File: src/rtl/serial_pkg.sv
// Shared constants and helpers for the serial adder with overflow detection.
package serial_pkg;

  localparam int OVF_UNSIGNED = 0;
  localparam int OVF_SIGNED   = 1;

  function automatic int width_of(input int word_len);
    return (word_len <= 2) ? 1 : $clog2(word_len);
  endfunction

endpackage

File: src/rtl/serial_fa_cell.sv
// One-bit serial full adder with its carry register; the carry is dropped at word
// boundaries (sync, abort, last bit) so no carry leaks between words.
module serial_fa_cell (
  input  logic i_clk,
  input  logic i_rst,
  input  logic i_en,
  input  logic i_sync,
  input  logic i_bit0,
  input  logic i_last,
  input  logic i_a,
  input  logic i_b,
  output logic o_sum,
  output logic o_co,
  output logic o_cin
);

  logic r_carry;
  logic w_cin;

  assign w_cin = (i_bit0 || i_sync) ? 1'b0 : r_carry;
  assign o_cin = w_cin;
  assign o_sum = i_a ^ i_b ^ w_cin;
  assign o_co  = (i_a & i_b) | (i_a & w_cin) | (i_b & w_cin);

  always_ff @(posedge i_clk or posedge i_rst) begin
    if (i_rst) begin
      r_carry <= 1'b0;
    end else if (i_en) begin
      r_carry <= (i_last && !i_sync) ? 1'b0 : o_co;
    end else if (i_sync) begin
      r_carry <= 1'b0;
    end
  end

endmodule

File: src/rtl/serial_adder_ovf.sv
// LSB-first serial adder: word framing, parallel sum readout and per-word plus
// sticky overflow reporting on top of a single full-adder cell.
module serial_adder_ovf
  import serial_pkg::*;
#(
  parameter int WORD_LEN   = 3,
  parameter int SIGNED_OVF = 0
) (
  input  logic                clock,
  input  logic                reset,
  input  logic                en,
  input  logic                sync,
  input  logic                line1,
  input  logic                line2,
  input  logic                clr_ovf,
  output logic                outp,
  output logic                overflw,
  output logic                word_done,
  output logic [WORD_LEN-1:0] sum_word,
  output logic                ovf_sticky
);

  localparam int              CW   = width_of(WORD_LEN);
  localparam logic [CW-1:0]   LAST = CW'(WORD_LEN - 1);

  generate
    if (WORD_LEN < 2 || WORD_LEN > 32) begin : g_bad_len
      $error("serial_adder_ovf: WORD_LEN must be within 2..32");
    end
  endgenerate

  logic [CW-1:0]       r_cnt;
  logic [WORD_LEN-1:0] r_sh;
  logic [WORD_LEN-1:0] r_sum;
  logic                r_outp;
  logic                r_ovf;
  logic                r_done;
  logic                r_sticky;

  logic                w_s;
  logic                w_co;
  logic                w_cin;
  logic                w_last;
  logic                w_end;
  logic                w_ovf;
  logic [WORD_LEN-1:0] w_sh_next;

  assign w_last    = (r_cnt == LAST);
  assign w_end     = en && !sync && w_last;
  assign w_sh_next = {w_s, r_sh[WORD_LEN-1:1]};
  assign w_ovf     = (SIGNED_OVF == OVF_SIGNED) ? (w_cin ^ w_co) : w_co;

  serial_fa_cell u_fa (
    .i_clk  (clock),
    .i_rst  (reset),
    .i_en   (en),
    .i_sync (sync),
    .i_bit0 (r_cnt == '0),
    .i_last (w_last),
    .i_a    (line1),
    .i_b    (line2),
    .o_sum  (w_s),
    .o_co   (w_co),
    .o_cin  (w_cin)
  );

  always_ff @(posedge clock or posedge reset) begin
    if (reset) begin
      r_cnt    <= '0;
      r_sh     <= '0;
      r_sum    <= '0;
      r_outp   <= 1'b0;
      r_ovf    <= 1'b0;
      r_done   <= 1'b0;
      r_sticky <= 1'b0;
    end else begin
      r_done <= w_end;
      if (en) begin
        r_outp <= w_s;
        r_sh   <= w_sh_next;
        if (sync) begin
          r_cnt <= CW'(1);
        end else if (w_last) begin
          r_cnt <= '0;
        end else begin
          r_cnt <= r_cnt + CW'(1);
        end
      end else if (sync) begin
        r_cnt <= '0;
      end
      if (w_end) begin
        r_sum <= w_sh_next;
        r_ovf <= w_ovf;
      end
      // A word overflow on the same edge as a clear wins.
      if (w_end && w_ovf) begin
        r_sticky <= 1'b1;
      end else if (clr_ovf) begin
        r_sticky <= 1'b0;
      end
    end
  end

  assign outp       = r_outp;
  assign overflw    = r_ovf;
  assign word_done  = r_done;
  assign sum_word   = r_sum;
  assign ovf_sticky = r_sticky;

endmodule
File: config.mk
export PLATFORM = sky130hd
export DESIGN_NAME = serial_adder_ovf
export DESIGN_NICKNAME = d
export VERILOG_FILES = /design/src/rtl/serial_pkg.sv /design/src/rtl/serial_fa_cell.sv /design/src/rtl/serial_adder_ovf.sv
export SDC_FILE = /design/constraint.sdc
export NUM_CORES = 1
export LEC_CHECK = 0
export CORE_AREA = 2 2 39 41
export CTS_BUF_LIST = sky130_fd_sc_hd__clkbuf_8
export DETAILED_ROUTE_END_ITERATION = 7
export DIE_AREA = 0 0 41 43
export PLACE_DENSITY = 0.72
export SLEW_MARGIN = 0
export SYNTH_ARGS = -nofsm -noshare
export SYNTH_HDL_FRONTEND = slang
export SYNTH_SLANG_ARGS = --single-unit
File: constraint.sdc
create_clock -name clock -period 1.4 [get_ports clock]
set_input_delay 0.21 -clock clock [delete_from_list [all_inputs] [get_ports clock]]
set_output_delay 0.21 -clock clock [all_outputs]
set_load 0.01 [all_outputs]
## Word-level counts from Yosys, hierarchy flattened

Cells that the tools add are included.
W data, S select, Z words.

| cells by class | value |
|---|---|
| equality and inequality tests | 1 |
| bitwise logic cells | 7 |
| reduce and logical (&&, ||, !) cells | 9 |
| add/subtract/negate cells | 1 |
| mux-type cells | 10 |

Operator list:

| cell | count |
|---|---|
| $mux W2 | 4 |
| $mux W1 | 6 |
| $logic_and A1 B1 Y1 | 4 |
| $reduce_bool A2 Y1 | 2 |
| $and A1 B1 Y1 | 3 |
| $add A2 B1 Y2 const B | 1 |
| $eq A2 B2 Y1 const B | 1 |
| $logic_not A2 Y1 | 1 |
| $or A1 B1 Y1 | 2 |
| $xor A1 B1 Y1 | 2 |
| $logic_not A1 Y1 | 1 |
| $logic_or A1 B1 Y1 | 1 |

| word-level totals | value |
|---|---|
| register bits | 13 |
| bits of input ports | 7 |
| output and inout port bits | 7 |
| word-level logic and storage cells | 36 |

## Longest topological paths before layout

| depth | value |
|---|---|
| depth in word-level cells | 8 |
| mapped depth | 5 |
| depth with buffers taken out | 5 |

## Modules after synthesis

Synthesis repeated with hierarchy kept, for this count alone.

| unflattened totals | value |
|---|---|
| cells, all modules | 42 |
| area total of the unflattened synthesis | 530.5 um^2 |

Modules (own cells, without submodules):

| module | cells each | seq. area each (um^2) | times used | area an instance (um^2) |
|---|---|---|---|---|
| serial_adder_ovf | 29 | 250.2 | 1 | 424.2 |
| serial_fa_cell | 13 | 25.0 | 1 | 106.4 |

## Least setup slack after synthesis

Ideal clock, no wire load.

| path | value |
|---|---|
| path type | register to register |
| from | register r_cnt[1] |
| to | register r_sh[2] |
| buffers on the path | 0 |
| clock period less this slack | 1,394 ps |
| data arrival time | 1,269 ps |
| setup slack | 6 ps |
| data required time | 1,275 ps |
| cell stages (with the launch flop) | 5 |
| library setup time | 125 ps |
| cells stage by stage | dfrtp_1 > nor2_1 > nor2_1 > fa_1 > mux2_2 |

| between the ends | value |
|---|---|
| cells in the longest elaborated chain, start to end | 4 |

Ends and longest elaborated chain:

| item | RTL line | source |
|---|---|---|
| start, declared | serial_adder_ovf.sv:32 | `logic [CW-1:0] r_cnt;` |
| start signal, assigned | serial_adder_ovf.sv:86 | `r_cnt <= r_cnt + CW'(1);` |
| $logic_not A2 Y1 | serial_adder_ovf.sv:58 | `.i_bit0 (r_cnt == '0),` |
| $logic_or A1 B1 Y1 | serial_fa_cell.sv:20 | `assign w_cin = (i_bit0 \|\| i_sync) ? 1'b0 : r_carry;` |
| $mux W1 | serial_fa_cell.sv:20 |  |
| $xor A1 B1 Y1 | serial_fa_cell.sv:22 | `assign o_sum = i_a ^ i_b ^ w_cin;` |
| net u_fa.o_sum | serial_fa_cell.sv:12 | `output logic o_sum,` |
| end signal, assigned | serial_adder_ovf.sv:80 | `r_sh <= w_sh_next;` |
| end, declared | serial_adder_ovf.sv:33 | `logic [WORD_LEN-1:0] r_sh;` |

The timed path passes the listed nets, and every way through them passes these cells.
A chain may end at the register's enable or synchronous reset.

## Worst setup path in the final report

Ends and elaborated chain as after synthesis.

==> metrics <==
outcome=finished, final reports clean; register share of total power=41.8%; P&R area growth vs syn=48.88%; Lkg Pwr=0.3490 nW; CTS Buf Count=3; WP depth=4; max frequency=716.6 MHz; Tot Pwr=0.9743 mW; worst setup path start=r_cnt[1]; WL/cell=12.20 um; latest clock arrival within the worst-skew pair=240 ps; first-pass detailed-route iteration total=2; # fillers=126; syn nets=44; Ports=14; Worst Clk Skew=4.736 ps; cell internal pwr=0.7404 mW; Total Wirelength=903 um; flop2flop setup slack=5 ps; Adder-Cell Fraction of Synth Area=3.990%; Final TNS setup=0 ps; RSZ-0062 raised after global routing=true; global route total overflow=0; max-cap violations=0; routability congestion estimate=0.6681; Tmin final=1395 ps; postcts setup bufs=0; register bit total from synthesis=11; CP arrival=1510 ps; Final Max Slew Viols=0; first-pass GRT wire length=1504 um; CP bufs+invs=0; # diodes=0; Critical Path Fanout Max=2; Switching Power=0.2339 mW; Max clock buf depth=2; CP Capture Type=flip-flop; Max-Slew Margin vs Limit=71.64%; maximum VDD drop=819.5 uV; RR Endpoint=r_sh[2]; Post-DRT Antenna Nets=0; worst setup path class=flip-flop to flip-flop; Synth Area in Simple Gates=12.97%; Switching Share=24.01%; Final setup violation count=0; number of core rows=14; Cell variety after synth=18; sequential area share after synthesis=54.86%; Die Span Y=43 um; P per Cell Area=1304 nW/um2; Starting Density=36.26%; CP cell instances=nor2_2 -> nor2_2 -> fa_2 -> mux2_4; Req. time, crit path=1520 ps; multiplexer share of the synthesized area=16.46%; path category of the worst min-delay check=primary input to async pin; Avg Synthesized Cell Area=13.94 um2; Synth Area in Compound Gates=5.736%; Synth warnings=0; Post-synth EDFFs=0; Tcrit/Tclk final=99.67%; Hold Vio Cnt, Final=0; # nets final=67; CP endpoint=r_sh[2]; Clk network pwr share=31.9%; CTS tree=yes; Die Span X=41 um; commonest cells after routing, fill and taps aside=clkdlybuf4s50_1 (11), dfrtp_1 (11), buf_4 (6); H-tree levels=1; DRT iter0 DRCs=3; DRC viols=0; cells after synthesis=36; Comb pwr share=26.2%; number of global-route vias before repair=344; Crit-path slowest cell=fa_2; vias per inst=4.784; DR vias=354; CP top delay family=adder cells; dpl hpwl=673.5 um; max incr delay on CP=420 ps; main combinational cell family by area after synthesis=multiplexers; IO Port Bufs=13; DIE AREA=1763 um2; worst hold slack=265.9 ps; clock transition at the registers of the reported paths=50 ps; R2R Path Start=r_cnt[1]; Tot GR Track Use=13.35%; root buf cell=clkbuf_8; largest net degree at the start of global routing=12; share of cells above drive strength 1=34.48%; Core Region=1384 um2; crit start category=flip-flop; Mapped Area=501.7 um2; xor/xnor cell area share of the yosys netlist=0%; Synth Flop Type=dfrtp_1; initial antenna violation count=0; cell depth of the worst flop-to-flop path=4; ys async rst share=100.0%; clock sink count=11; cell mode on critical path=nor2_2; worst-margin pin slew=425.0 ps
## synth_stat cells, types with 2 or more instances
master    number  area (um2)
mux2_2         2       22.52
nor2_1         2       7.510
buf_6          2       22.52
dfrtp_1       11       275.3
inv_1          2       7.510
nand2b_1       2       12.51
mux2_4         4       60.06
## final cells by class
class | instances | area, um2 | share of cell area, %
Clock buffer | 3 | 41.29 | 5.528
Clock inverter | 1 | 3.754 | 0.5025
Inverter | 2 | 7.507 | 1.005
Multi-Input combinational cell | 21 | 215.2 | 28.81
Sequential cell | 11 | 275.3 | 36.85
Tap cell | 16 | 20.02 | 2.680
Timing Repair Buffer | 20 | 183.9 | 24.62
## logic make-up after synthesis
| logic type | Yosys count |
|---|---|
| DFF | 11 |
| and+or+nand+nor | 10 |
| muxes | 6 |
| AOI/OAI and AO/OA | 4 |
| buffers and inverters | 4 |
| adders and majority gates | 1 |
## worst min path at each step
stage	end	cells after the start
after floorplan	overflw	1
after global placement	sum_word[0]	1
after detailed placement	overflw	1
after CTS	word_done	2
after global routing	word_done	2
final	overflw	2
## power by group through the flow
stage / Clock (mW) / Sequential [mW] / Combinational, mW
floorplan: 0 / 0.429 / 0.0981
global placement: 0 / 0.410 / 0.248
detailed placement: 0 / 0.413 / 0.255
CTS: 0.325 / 0.410 / 0.260
global route: 0.344 / 0.416 / 0.279
finish: 0.311 / 0.408 / 0.256
## routing by layer
metal  global-route usage [%]  part of all wire (%)  vias up
li1                         -                     -      167
met1                    16.22                    43      172
met2                    18.44                    48       13
met3                    6.283                   6.8        2
met4                    8.000                   1.8        0
met5                        0                     0        -
## per-stage QoR
step	cells	setup WS (ps)	instance area, um2	util, %
after global placement	70	-319.3	681.9	49.28
after detailed placement	70	-380.3	681.9	49.28
final	74	4.554	747.0	53.98
after floorplan	36	6.231	501.7	-
after global routing	74	-27.52	747.0	53.98
after CTS	74	-65.18	740.7	53.53
## sequential cells by signal, indices dropped and copies added, names as in the netlist
name / cells
r_sh: 2
sum_word: 3
r_cnt: 2
overflw: 1
u_fa.r_carry: 1
ovf_sticky: 1
word_done: 1
## timing repair
action | in CTS | in global routing
hold buffers | 0 | 0
endpoints found under the setup margin | 3 | 5
resized for setup | 6 | 2
pin swaps | 3 | 3
cloned | 0 | 0
No activity file was read; power rests on OpenSTA's default activity.
